<file path="src/rtl/ntt_bf_sequencer_if.sv">
// Control and coefficient-memory bundle of the NTT butterfly sequencer.
// master = sequencer side, slave = top FSM / memory side.
interface ntt_bf_sequencer_if #(
  parameter int unsigned ADDR_W = 9
);
  logic              start;
  logic              fwd;
  logic [10:0]       param_n;
  logic              busy;
  logic              done;
  logic              err;
  logic              ntt_start_o;
  logic              fwd_ntt_o;
  logic              first_rounds_o;
  logic              rd_en;
  logic [ADDR_W-1:0] rd_addr_a;
  logic [ADDR_W-1:0] rd_addr_b;
  logic [ADDR_W:0]   tw_idx;
  logic              wr_en;
  logic [ADDR_W-1:0] wr_addr_a;
  logic [ADDR_W-1:0] wr_addr_b;

  modport master (
    input  start, fwd, param_n,
    output busy, done, err, ntt_start_o, fwd_ntt_o, first_rounds_o,
    output rd_en, rd_addr_a, rd_addr_b, tw_idx,
    output wr_en, wr_addr_a, wr_addr_b
  );

  modport slave (
    output start, fwd, param_n,
    input  busy, done, err, ntt_start_o, fwd_ntt_o, first_rounds_o,
    input  rd_en, rd_addr_a, rd_addr_b, tw_idx,
    input  wr_en, wr_addr_a, wr_addr_b
  );
endinterface

</file>
<file path="src/rtl/ntt_bf_sequencer.sv">
// Walks all NTT stages for n = 256/512/1024, issuing butterfly read pairs and
// twiddle indices, and replays every pair as a write-back D cycles later.
module ntt_bf_sequencer #(
  parameter int unsigned ADDR_W = 9,
  parameter int unsigned RD_LAT = 1,
  parameter int unsigned BF_LAT = 1
) (
  input logic                 clk,
  input logic                 rst_n,
  ntt_bf_sequencer_if.master  bus
);

  localparam int unsigned TW_W = ADDR_W + 1;
  localparam int unsigned D    = RD_LAT + BF_LAT;
  localparam int unsigned DCW  = (D > 1) ? $clog2(D) : 1;
  localparam int unsigned LGW  = 4;
  localparam int unsigned PW   = 1 + 2 * ADDR_W;

  typedef enum logic [2:0] {
    S_IDLE,
    S_INIT,
    S_RUN,
    S_DRAIN,
    S_DONE
  } state_e;

  state_e            state_q, state_d;
  logic              fwd_q, fwd_d;
  logic              valid_q, valid_d;
  logic [LGW-1:0]    lg_q, lg_d;
  logic [LGW-1:0]    pos_q, pos_d;
  logic [ADDR_W-1:0] j_q, j_d;
  logic [DCW-1:0]    drain_q, drain_d;

  logic              busy_q, busy_d;
  logic              done_q, done_d;
  logic              err_q, err_d;
  logic              ntt_start_q, ntt_start_d;
  logic              first_rounds_q, first_rounds_d;
  logic              rd_en_q, rd_en_d;
  logic [ADDR_W-1:0] rd_a_q, rd_a_d;
  logic [ADDR_W-1:0] rd_b_q, rd_b_d;
  logic [TW_W-1:0]   tw_q, tw_d;

  logic [PW-1:0]     wb_q [D];
  logic [PW-1:0]     wb_d [D];

  logic [ADDR_W-1:0] half_m1;
  logic              intra;
  logic              in_stage;
  logic [LGW-1:0]    s_idx;
  logic [LGW-1:0]    k_sh;
  logic [ADDR_W-1:0] mask;
  logic [ADDR_W-1:0] a_c;
  logic [ADDR_W-1:0] b_c;
  logic [TW_W-1:0]   tw_c;

  // Next-state, counters, and registered-output decode from the next state
  always_comb begin
    state_d = state_q;
    fwd_d   = fwd_q;
    valid_d = valid_q;
    lg_d    = lg_q;
    pos_d   = pos_q;
    j_d     = j_q;
    drain_d = drain_q;
    half_m1 = (ADDR_W'(1) << (lg_q - 4'd1)) - ADDR_W'(1);

    case (state_q)
      S_IDLE: begin
        if (bus.start) begin
          state_d = S_INIT;
          fwd_d   = bus.fwd;
          valid_d = 1'b1;
          case (bus.param_n)
            11'd256:  lg_d = 4'd7;
            11'd512:  lg_d = 4'd8;
            11'd1024: lg_d = 4'd9;
            default: begin
              lg_d    = 4'd0;
              valid_d = 1'b0;
            end
          endcase
        end
      end
      S_INIT: begin
        if (valid_q) begin
          state_d = S_RUN;
          pos_d   = '0;
          j_d     = '0;
        end else begin
          state_d = S_IDLE;
        end
      end
      S_RUN: begin
        if (j_q == half_m1) begin
          state_d = S_DRAIN;
          drain_d = '0;
        end else begin
          j_d = j_q + ADDR_W'(1);
        end
      end
      S_DRAIN: begin
        if (drain_q == DCW'(D - 1)) begin
          if (pos_q == lg_q) begin
            state_d = S_DONE;
          end else begin
            state_d = S_RUN;
            pos_d   = pos_q + 4'd1;
            j_d     = '0;
          end
        end else begin
          drain_d = drain_q + DCW'(1);
        end
      end
      S_DONE:  state_d = S_IDLE;
      default: state_d = S_IDLE;
    endcase

    // Stage position -> word stage s, or the intra-word stage
    intra = fwd_d ? (pos_d == lg_d) : (pos_d == 4'd0);
    s_idx = fwd_d ? pos_d : (lg_d - pos_d);
    k_sh  = lg_d - 4'd1 - s_idx;
    mask  = (ADDR_W'(1) << k_sh) - ADDR_W'(1);
    if (intra) begin
      a_c  = {j_d[ADDR_W-2:0], 1'b0};
      b_c  = a_c | ADDR_W'(1);
      tw_c = (TW_W'(1) << lg_d) + TW_W'({j_d, 1'b0});
    end else begin
      a_c  = ((j_d >> k_sh) << (k_sh + 4'd1)) | (j_d & mask);
      b_c  = a_c | (ADDR_W'(1) << k_sh);
      tw_c = (TW_W'(1) << s_idx) + TW_W'(j_d >> k_sh);
    end

    in_stage       = (state_d == S_RUN) || (state_d == S_DRAIN);
    busy_d         = (state_d == S_INIT) || in_stage;
    done_d         = (state_d == S_DONE);
    err_d          = (state_d == S_INIT) && !valid_d;
    ntt_start_d    = (state_d == S_INIT) && valid_d;
    rd_en_d        = (state_d == S_RUN);
    rd_a_d         = rd_en_d ? a_c : '0;
    rd_b_d         = rd_en_d ? b_c : '0;
    tw_d           = in_stage ? tw_c : '0;
    first_rounds_d = in_stage && !intra;
  end

  // Write-back replay: read strobe and addresses delayed D cycles
  always_comb begin
    wb_d[0] = {rd_en_q, rd_a_q, rd_b_q};
    for (int unsigned i = 1; i < D; i++) begin
      wb_d[i] = wb_q[i-1];
    end
  end

  always_ff @(posedge clk or negedge rst_n) begin
    if (!rst_n) begin
      state_q        <= S_IDLE;
      fwd_q          <= 1'b0;
      valid_q        <= 1'b0;
      lg_q           <= '0;
      pos_q          <= '0;
      j_q            <= '0;
      drain_q        <= '0;
      busy_q         <= 1'b0;
      done_q         <= 1'b0;
      err_q          <= 1'b0;
      ntt_start_q    <= 1'b0;
      first_rounds_q <= 1'b0;
      rd_en_q        <= 1'b0;
      rd_a_q         <= '0;
      rd_b_q         <= '0;
      tw_q           <= '0;
      for (int unsigned i = 0; i < D; i++) begin
        wb_q[i] <= '0;
      end
    end else begin
      state_q        <= state_d;
      fwd_q          <= fwd_d;
      valid_q        <= valid_d;
      lg_q           <= lg_d;
      pos_q          <= pos_d;
      j_q            <= j_d;
      drain_q        <= drain_d;
      busy_q         <= busy_d;
      done_q         <= done_d;
      err_q          <= err_d;
      ntt_start_q    <= ntt_start_d;
      first_rounds_q <= first_rounds_d;
      rd_en_q        <= rd_en_d;
      rd_a_q         <= rd_a_d;
      rd_b_q         <= rd_b_d;
      tw_q           <= tw_d;
      wb_q           <= wb_d;
    end
  end

  assign bus.busy           = busy_q;
  assign bus.done           = done_q;
  assign bus.err            = err_q;
  assign bus.ntt_start_o    = ntt_start_q;
  assign bus.fwd_ntt_o      = fwd_q;
  assign bus.first_rounds_o = first_rounds_q;
  assign bus.rd_en          = rd_en_q;
  assign bus.rd_addr_a      = rd_a_q;
  assign bus.rd_addr_b      = rd_b_q;
  assign bus.tw_idx         = tw_q;
  assign {bus.wr_en, bus.wr_addr_a, bus.wr_addr_b} = wb_q[D-1];

endmodule

</file>
<file path="src/flat_wrapper.sv">
// flat-port wrapper written by rule: the top's interface ports become plain ports
module ntt_bf_sequencer_flat 
#(
  parameter int unsigned ADDR_W = 9,
  parameter int unsigned RD_LAT = 1,
  parameter int unsigned BF_LAT = 1
)
  (clk, rst_n, bus_start, bus_fwd, bus_param_n, bus_busy, bus_done, bus_err, bus_ntt_start_o, bus_fwd_ntt_o, bus_first_rounds_o, bus_rd_en, bus_rd_addr_a, bus_rd_addr_b, bus_tw_idx, bus_wr_en, bus_wr_addr_a, bus_wr_addr_b);
  ntt_bf_sequencer_if #(.ADDR_W(ADDR_W)) bus_i ();
  input logic clk;
  input logic rst_n;
  input wire logic [$bits(bus_i.start)-1:0] bus_start;
  input wire logic [$bits(bus_i.fwd)-1:0] bus_fwd;
  input wire logic [$bits(bus_i.param_n)-1:0] bus_param_n;
  output wire logic [$bits(bus_i.busy)-1:0] bus_busy;
  output wire logic [$bits(bus_i.done)-1:0] bus_done;
  output wire logic [$bits(bus_i.err)-1:0] bus_err;
  output wire logic [$bits(bus_i.ntt_start_o)-1:0] bus_ntt_start_o;
  output wire logic [$bits(bus_i.fwd_ntt_o)-1:0] bus_fwd_ntt_o;
  output wire logic [$bits(bus_i.first_rounds_o)-1:0] bus_first_rounds_o;
  output wire logic [$bits(bus_i.rd_en)-1:0] bus_rd_en;
  output wire logic [$bits(bus_i.rd_addr_a)-1:0] bus_rd_addr_a;
  output wire logic [$bits(bus_i.rd_addr_b)-1:0] bus_rd_addr_b;
  output wire logic [$bits(bus_i.tw_idx)-1:0] bus_tw_idx;
  output wire logic [$bits(bus_i.wr_en)-1:0] bus_wr_en;
  output wire logic [$bits(bus_i.wr_addr_a)-1:0] bus_wr_addr_a;
  output wire logic [$bits(bus_i.wr_addr_b)-1:0] bus_wr_addr_b;
  assign bus_i.start = bus_start;
  assign bus_i.fwd = bus_fwd;
  assign bus_i.param_n = bus_param_n;
  assign bus_busy = bus_i.busy;
  assign bus_done = bus_i.done;
  assign bus_err = bus_i.err;
  assign bus_ntt_start_o = bus_i.ntt_start_o;
  assign bus_fwd_ntt_o = bus_i.fwd_ntt_o;
  assign bus_first_rounds_o = bus_i.first_rounds_o;
  assign bus_rd_en = bus_i.rd_en;
  assign bus_rd_addr_a = bus_i.rd_addr_a;
  assign bus_rd_addr_b = bus_i.rd_addr_b;
  assign bus_tw_idx = bus_i.tw_idx;
  assign bus_wr_en = bus_i.wr_en;
  assign bus_wr_addr_a = bus_i.wr_addr_a;
  assign bus_wr_addr_b = bus_i.wr_addr_b;
  ntt_bf_sequencer #(.ADDR_W(ADDR_W), .RD_LAT(RD_LAT), .BF_LAT(BF_LAT)) u_core (.clk(clk), .rst_n(rst_n), .bus(bus_i));
endmodule
</file>
<file path="config.mk">
export PLATFORM = sky130hd
export DESIGN_NAME = ntt_bf_sequencer_flat
export DESIGN_NICKNAME = d
export VERILOG_FILES = /design/src/rtl/ntt_bf_sequencer_if.sv /design/src/rtl/ntt_bf_sequencer.sv /design/src/flat_wrapper.sv
export SDC_FILE = /design/constraint.sdc
export NUM_CORES = 1
export LEC_CHECK = 0
export ABC_CLOCK_PERIOD_IN_PS = 6900
export BUFFER_PORTS_ARGS = -buffer_cell sky130_fd_sc_hd__buf_4
export CAP_MARGIN = 20
export CELL_PAD_IN_SITES_DETAIL_PLACEMENT = 0
export CELL_PAD_IN_SITES_GLOBAL_PLACEMENT = 1
export CORE_MARGIN = 8
export CORE_UTILIZATION = 30
export CTS_BUF_LIST = sky130_fd_sc_hd__clkbuf_4
export DETAILED_ROUTE_END_ITERATION = 10
export PLACE_DENSITY = 0.66
export SYNTH_ARGS = -nofsm -noshare
export SYNTH_HDL_FRONTEND = slang
export SYNTH_SLANG_ARGS = --single-unit
</file>
<file path="constraint.sdc">
create_clock -name clk -period 6.9 [get_ports clk]
set_input_delay 0.345 -clock clk [delete_from_list [all_inputs] [get_ports clk]]
set_output_delay 0.345 -clock clk [all_outputs]
set_load 0.005 [all_outputs]
</file>
# Yosys cells after proc, flatten, opt, wreduce, memory -nomap -nowiden
# Index checks and enable logic that the tools add are counted.
# op_classes
n_eq_ne,14
order_cmp,0
shift,7
bitwise_logic,3
n_div,0
add_sub_neg,12
reduce_logical,12
multipliers,0
n_mux,34
# op_table
op,n
two-way mux 9 bit,8
case mux 9 bit (3 select lines),1
two-way mux 4 bit,6
adder 10 bit,2
two-way mux 10 bit,2
<< shifter 1 x 4 -> 10 bit (first input constant),2
bitwise OR 9 bit,2
<< shifter 1 x 4 -> 9 bit (first input constant),2
subtractor 9 x 2 -> 9 bit (second input constant),2
equality test 3 x 2 -> 1 bit (second input constant),4
two-way mux 3 bit,4
case mux 3 bit (4 select lines),1
case mux 4 bit (3 select lines),1
equality test 11 x 10 -> 1 bit (second input constant),1
equality test 11 bit (second input constant),1
equality test 11 x 9 -> 1 bit (second input constant),1
right shift 9 x 4 -> 10 bit,1
adder 9 x 1 -> 9 bit (second input constant),1
bitwise AND 9 bit,1
equality test 9 bit,1
<< shifter 9 x 4 -> 9 bit,1
right shift 9 x 4 -> 9 bit,1
adder 4 x 1 -> 4 bit (second input constant),2
equality test 4 bit,2
18 further kinds,32
# word_totals
out_inout_bits,54
latchBits,0
ff_bits,95
input_bits,15
rom_bits,0
wordCells,100
memories,0
mem_bits_rw,0

# Depth between registers and ports, before layout
# logic_depth
ltp_word,14
ltp_mapped,35
depth_no_buf,32

# Worst setup path after synthesis
# OpenSTA, ideal clock, no wires.
# synth_timing
kind,register to register
start,reg u_core.lg_q[3]
end,reg u_core.tw_q[7] (netlist: u_core.bus.tw_idx[7])
setup_slack_ns,0.346
path_buffers,4
period_less_slack_ns,6.554
path_stages_with_launch,35
required_ns,6.777
setup_time_ns,0.123
t_arrival_ns,6.431
cell_sequence,dfrtp_1 -> buf_4 -> buf_4 -> xnor2_1 -> nand4_1 -> mux2i_1 -> o21ai_0 -> ha_1 -> inv_1 -> fa_1 -> nor2_1 -> a21oi_1 -> inv_1 -> ha_1 -> a21o_1 -> a21oi_1 -> inv_1 -> o311a_1 -> o211ai_2 -> a21o_1 -> buf_2 -> nor2_1 -> o2bb2ai_1 -> or3_1 -> buf_2 -> ha_1 -> a21o_1 -> a21oi_1 -> nor2b_1 -> nand3_1 -> inv_1 -> a32oi_1 -> or3b_1 -> xnor2_1 -> o21ai_1
# synth_via
elab_chain_cells,11
elab_cells_between_ends,35
classes_between,add/sub (7); eq/ne (5); shift (4); mux (17); reduce/logical (2)
# synth_rtl
element,line,text
"start, declared",ntt_bf_sequencer.sv:30,"logic [LGW-1:0] lg_q, lg_d;"
"start signal, assigned",ntt_bf_sequencer.sv:180,lg_q <= lg_d;
equality test 4 bit (*),ntt_bf_sequencer.sv:105,if (pos_q == lg_q) begin
two-way mux 4 bit (*),ntt_bf_sequencer.sv:105,
two-way mux 4 bit (*),ntt_bf_sequencer.sv:104,if (drain_q == DCW'(D - 1)) begin
case mux 4 bit (2 select lines) (*),ntt_bf_sequencer.sv:69,case (state_q)
net u_core.pos_d[0],ntt_bf_sequencer.sv:31,"logic [LGW-1:0] pos_q, pos_d;"
subtractor 4 bit,ntt_bf_sequencer.sv:122,s_idx = fwd_d ? pos_d : (lg_d - pos_d);
two-way mux 4 bit,ntt_bf_sequencer.sv:122,
subtractor 4 bit,ntt_bf_sequencer.sv:123,k_sh = lg_d - 4'd1 - s_idx;
right shift 9 x 4 -> 10 bit,ntt_bf_sequencer.sv:132,tw_c = (TW_W'(1) << s_idx) + TW_W'(j_d >> k_sh);
adder 10 bit,ntt_bf_sequencer.sv:132,
two-way mux 10 bit (*),ntt_bf_sequencer.sv:125,if (intra) begin
two-way mux 10 bit (*),ntt_bf_sequencer.sv:143,tw_d = in_stage ? tw_c : '0;
net u_core.tw_d[7],ntt_bf_sequencer.sv:43,"logic [TW_W-1:0] tw_q, tw_d;"
"end signal, assigned",ntt_bf_sequencer.sv:192,tw_q <= tw_d;
"end, declared",ntt_bf_sequencer.sv:43,
# Mark *: on every way through the listed nets, which the timed path passes. The rest lies on a longest branch.
# A chain may end at the register's enable or synchronous reset.

# Final worst setup path
# layout_timing
start,reg u_core.state_q[1]
end,reg u_core.tw_q[8] (netlist: u_core.bus.tw_idx[8])
# layout_via
elab_chain_cells,9
elab_cells_between_ends,29
classes_between,add/sub (5); eq/ne (6); shift (3); mux (12); reduce/logical (3)
# layout_rtl
element,line,text
"start, declared",ntt_bf_sequencer.sv:27,"state_e state_q, state_d;"
"start signal, assigned",ntt_bf_sequencer.sv:177,state_q <= state_d;
"equality test 3 x 2 -> 1 bit, or another cell as far along",ntt_bf_sequencer.sv:69,
case mux 4 bit (2 select lines) or two-way mux 4 bit (tied branches),ntt_bf_sequencer.sv:69,
subtractor 4 bit,ntt_bf_sequencer.sv:122,
two-way mux 4 bit,ntt_bf_sequencer.sv:122,
subtractor 4 bit,ntt_bf_sequencer.sv:123,
right shift 9 x 4 -> 10 bit,ntt_bf_sequencer.sv:132,
adder 10 bit,ntt_bf_sequencer.sv:132,
two-way mux 10 bit,ntt_bf_sequencer.sv:125,
two-way mux 10 bit (*),ntt_bf_sequencer.sv:143,
net u_core.tw_d[8],ntt_bf_sequencer.sv:43,
# Marked as above.

==> flow_summary.yaml <==
power:
  powerDensity_nw_per_um2: 149
  total_power_mw: 1.20
  leakage_nw: 3.73
  ir_drop_mv: 0.0687
setup_path:
  path_common_cell: "inv_1"
  rr_endpoint: "u_core.bus.tw_idx[8]$_DFF_PN0_"
  cp.required_ns: 7.34
  cp_num_cells: 31
  worst-path-buf-inv: 5
  cp-endpoint: "u_core.bus.tw_idx[8]$_DFF_PN0_"
  critical-path-max-stage-delay_ns: 0.64
  crit_start: "u_core.state_q[1]$_DFF_PN0_"
  start_kind: "flop"
  r2r_start: "u_core.state_q[1]$_DFF_PN0_"
  crit_slowest_cell: "or4b_4"
  crit_path_max_fanout: 11
  cp-end-kind: "flop"
  r2r_slack_ns: 0.46
  critPathKind: "reg -> reg"
  r2r_cells: 31
  arrival_ns: 6.88
  path_delay_family: "compound AO/OA/AOI/OAI gates"
min_path:
  hp-start: "bus_param_n[9]"
  hold_class: "in -> reg"
floorplan:
  die_area_um2: 28800
  die-width_um: 170
  rows: 56
  num_io_pins: 69
  core-area_um2: 23300
  start_util: 0.304
  die_h_um: 170
sta:
  setup_tns_ns: 0
  fmax_mhz: 155
  setup_ws_ns: 0.464
  rsz0062_at_grt: "false"
  hold_violations: 0
  period_minus_slack_ns: 6.44
  timing.hold.ws_ns: 0.217
  worst_slew_pin_slew_ns: 0.923
  fin_crit_sh: 0.933
  slew_headroom: 0.385
  slew_violations: 0
  finClkSkew_ns: 0.0391
  finalSetupViolations: 0
synth:
  synth_top_area_frac: 0.335
  ys.flop_type: "dfrtp_1"
  ys_seq_area_frac: 0.335
  ys_seq_elements: 95
  synth_nets: 828
  syn_inst: 776
  async_flop_share: 1.00
  yosysWarnings: 0
  syn_area_per_cell_um2: 9.15
  yosysTopAreaCell: "dfrtp_1"
  yosysUniqueCellTypes: 114
  syn_area_um2: 7100
  synth_area_leaders: "dfrtp_1, ha_1, nor2_1, nand2_1, a21oi_1"
  synth_edf_count: 0
cts:
  clockRootBuffer: "clkbuf_4"
  clock_path_buffers: 2
  cts_made_buffers: 9
  worstSkewPairLatency_ns: 0.51
  cts_tree: "built"
  clock_sinks: 95
  clk_pin_slew_worst_paths_ns: 0.19
  cts.htree.levels: 3
global_routing:
  grt_pass1_vias: 6067
  overflow: 0
  grt_usage: 0.147
  antenna_found_initial: 1
  grt_pass1_wl_um: 33700
  grt_max_degree: 57
placed_design:
  hpwl_um: 15900
  dp_worst_setup_slack_ns: 0.266
  gp_congestion: 0.898
  port_buffers: 68
final_layout:
  layout_commonest_cell: "buf_4"
  fillCellCount: 2460
  finish.utilization: 0.347
  multi_input_area_um2: 4180
  drive_gt1_frac: 0.222
  syn_to_final_growth_pct: 13.9
  nets: 888
  final_cell_mix: "buf_4, dfrtp_1, nor2_1"
  regArea_um2: 2380
detailed_routing:
  detail_route.first_pass.iterations: 4
  drt-vias-per-instance: 5.25
  antenna_left: 0
  via_count: 6091
  routed_wl_um: 21000
  drt_iter0_drc: 503
  drc: 0
  wl_per_cell_um: 18.1
run:
  maxCapViolCount: 0
outcome:
  status: "finished clean"
==> cells in the mapped netlist (12+ instances only) <==
library cell  instances
a21oi_1              43
nand2b_1             12
o21ai_0              28
a21o_1               16
nor2_1               67
nor3_1               19
xnor2_1              20
clkbuf_1             18
dfrtp_1              95
ha_1                 33
inv_1                41
nand2_1              62
nand3_1              19
buf_4                26
==> through the flow <==
step / instances / instance area, µm²
detailed placement: 1137 / 7890
floorplan: 776 / 7100
global placement: 1137 / 7890
finish: 1161 / 8090
CTS: 1154 / 8030
global route: 1161 / 8090
==> cell type report <==
cell class | count | share of cell area
Multi-Input combinational cell | 575 | 0.517
Sequential cell | 95 | 0.294
Timing Repair Buffer | 109 | 0.101
Tap cell | 319 | 0.0494
Inverter | 46 | 0.0218
Clock buffer | 9 | 0.00835
Clock inverter | 7 | 0.00758
Antenna cell | 1 | 0.000309
==> repair_timing <==
action,CTS,global route
buffers inserted,0,6
endpoints found under the setup margin,0,4
hold buffers,1,0
endpoints found under the hold margin,39,0
gates resized for setup,0,4
==> power by group <==
group / internal, mW / leakage, nW / switching [mW] / total, mW
combinational: 0.107 / 2.34 / 0.200 / 0.307
clock: 0.0817 / 0.0660 / 0.233 / 0.315
sequential: 0.567 / 1.32 / 0.0128 / 0.580
==> flip-flops by register name, summed over array words and instances (netlist names) <==
| signal | count |
|---|---|
| u_core.pos_q | 4 |
| u_core.bus.first_rounds_o | 1 |
| u_core.bus.rd_en | 1 |
| u_core.bus.tw_idx | 10 |
| u_core.bus.rd_addr_b | 9 |
| u_core.bus.ntt_start_o | 1 |
| u_core.wb_d | 19 |
| u_core.valid_q | 1 |
| u_core.drain_q | 1 |
| u_core.bus.done | 1 |
| u_core.state_q | 3 |
| u_core.bus.rd_addr_a | 9 |
| u_core.lg_q | 4 |
| u_core.bus.wr_addr_b | 9 |
| u_core.bus.wr_addr_a | 9 |
| u_core.j_q | 9 |
| u_core.bus.fwd_ntt_o | 1 |
| u_core.bus.wr_en | 1 |
| u_core.bus.busy | 1 |
| u_core.bus.err | 1 |
==> how the worst min path moves through the flow <==
stage / endpoint / cells after the start
after detailed placement: u_core.bus.wr_addr_a[0]$_DFF_PN0_ / 0
after global placement: u_core.bus.wr_addr_b[4]$_DFF_PN0_ / 0
after CTS: u_core.bus.err$_DFF_PN0_ / 4
after floorplan: u_core.bus.busy$_DFF_PN0_ / 0
after global routing: u_core.bus.err$_DFF_PN0_ / 4
final: u_core.bus.err$_DFF_PN0_ / 4
==> cell families after synthesis <==
group / Yosys count / share of synthesized area
muxes: 11 / 0.0176
xor gates and xnor gates: 31 / 0.0382
adders and majority gates: 37 / 0.0694
DFF: 95 / 0.335
buffers and inverters: 106 / 0.0775
and+or+nand+nor: 277 / 0.215
AOI/OAI and AO/OA: 219 / 0.247
==> metal layers <==
metal / GRT usage / vias up / routed length, µm
met5: 0 / - / 0
met4: 0.0442 / 0 / 389
met3: 0.0285 / 24 / 1060
met2: 0.235 / 163 / 9610
met1: 0.199 / 2965 / 9970
li1: - / 2939 / -
==> tightest hold or removal path, delay by kind of cell <==
family	cells	cell delay [ns]
compound gates	1	0.11
simple gates	2	0.16
buf+inv	1	0.10
Note: power is estimated with default switching activity, not from simulation.
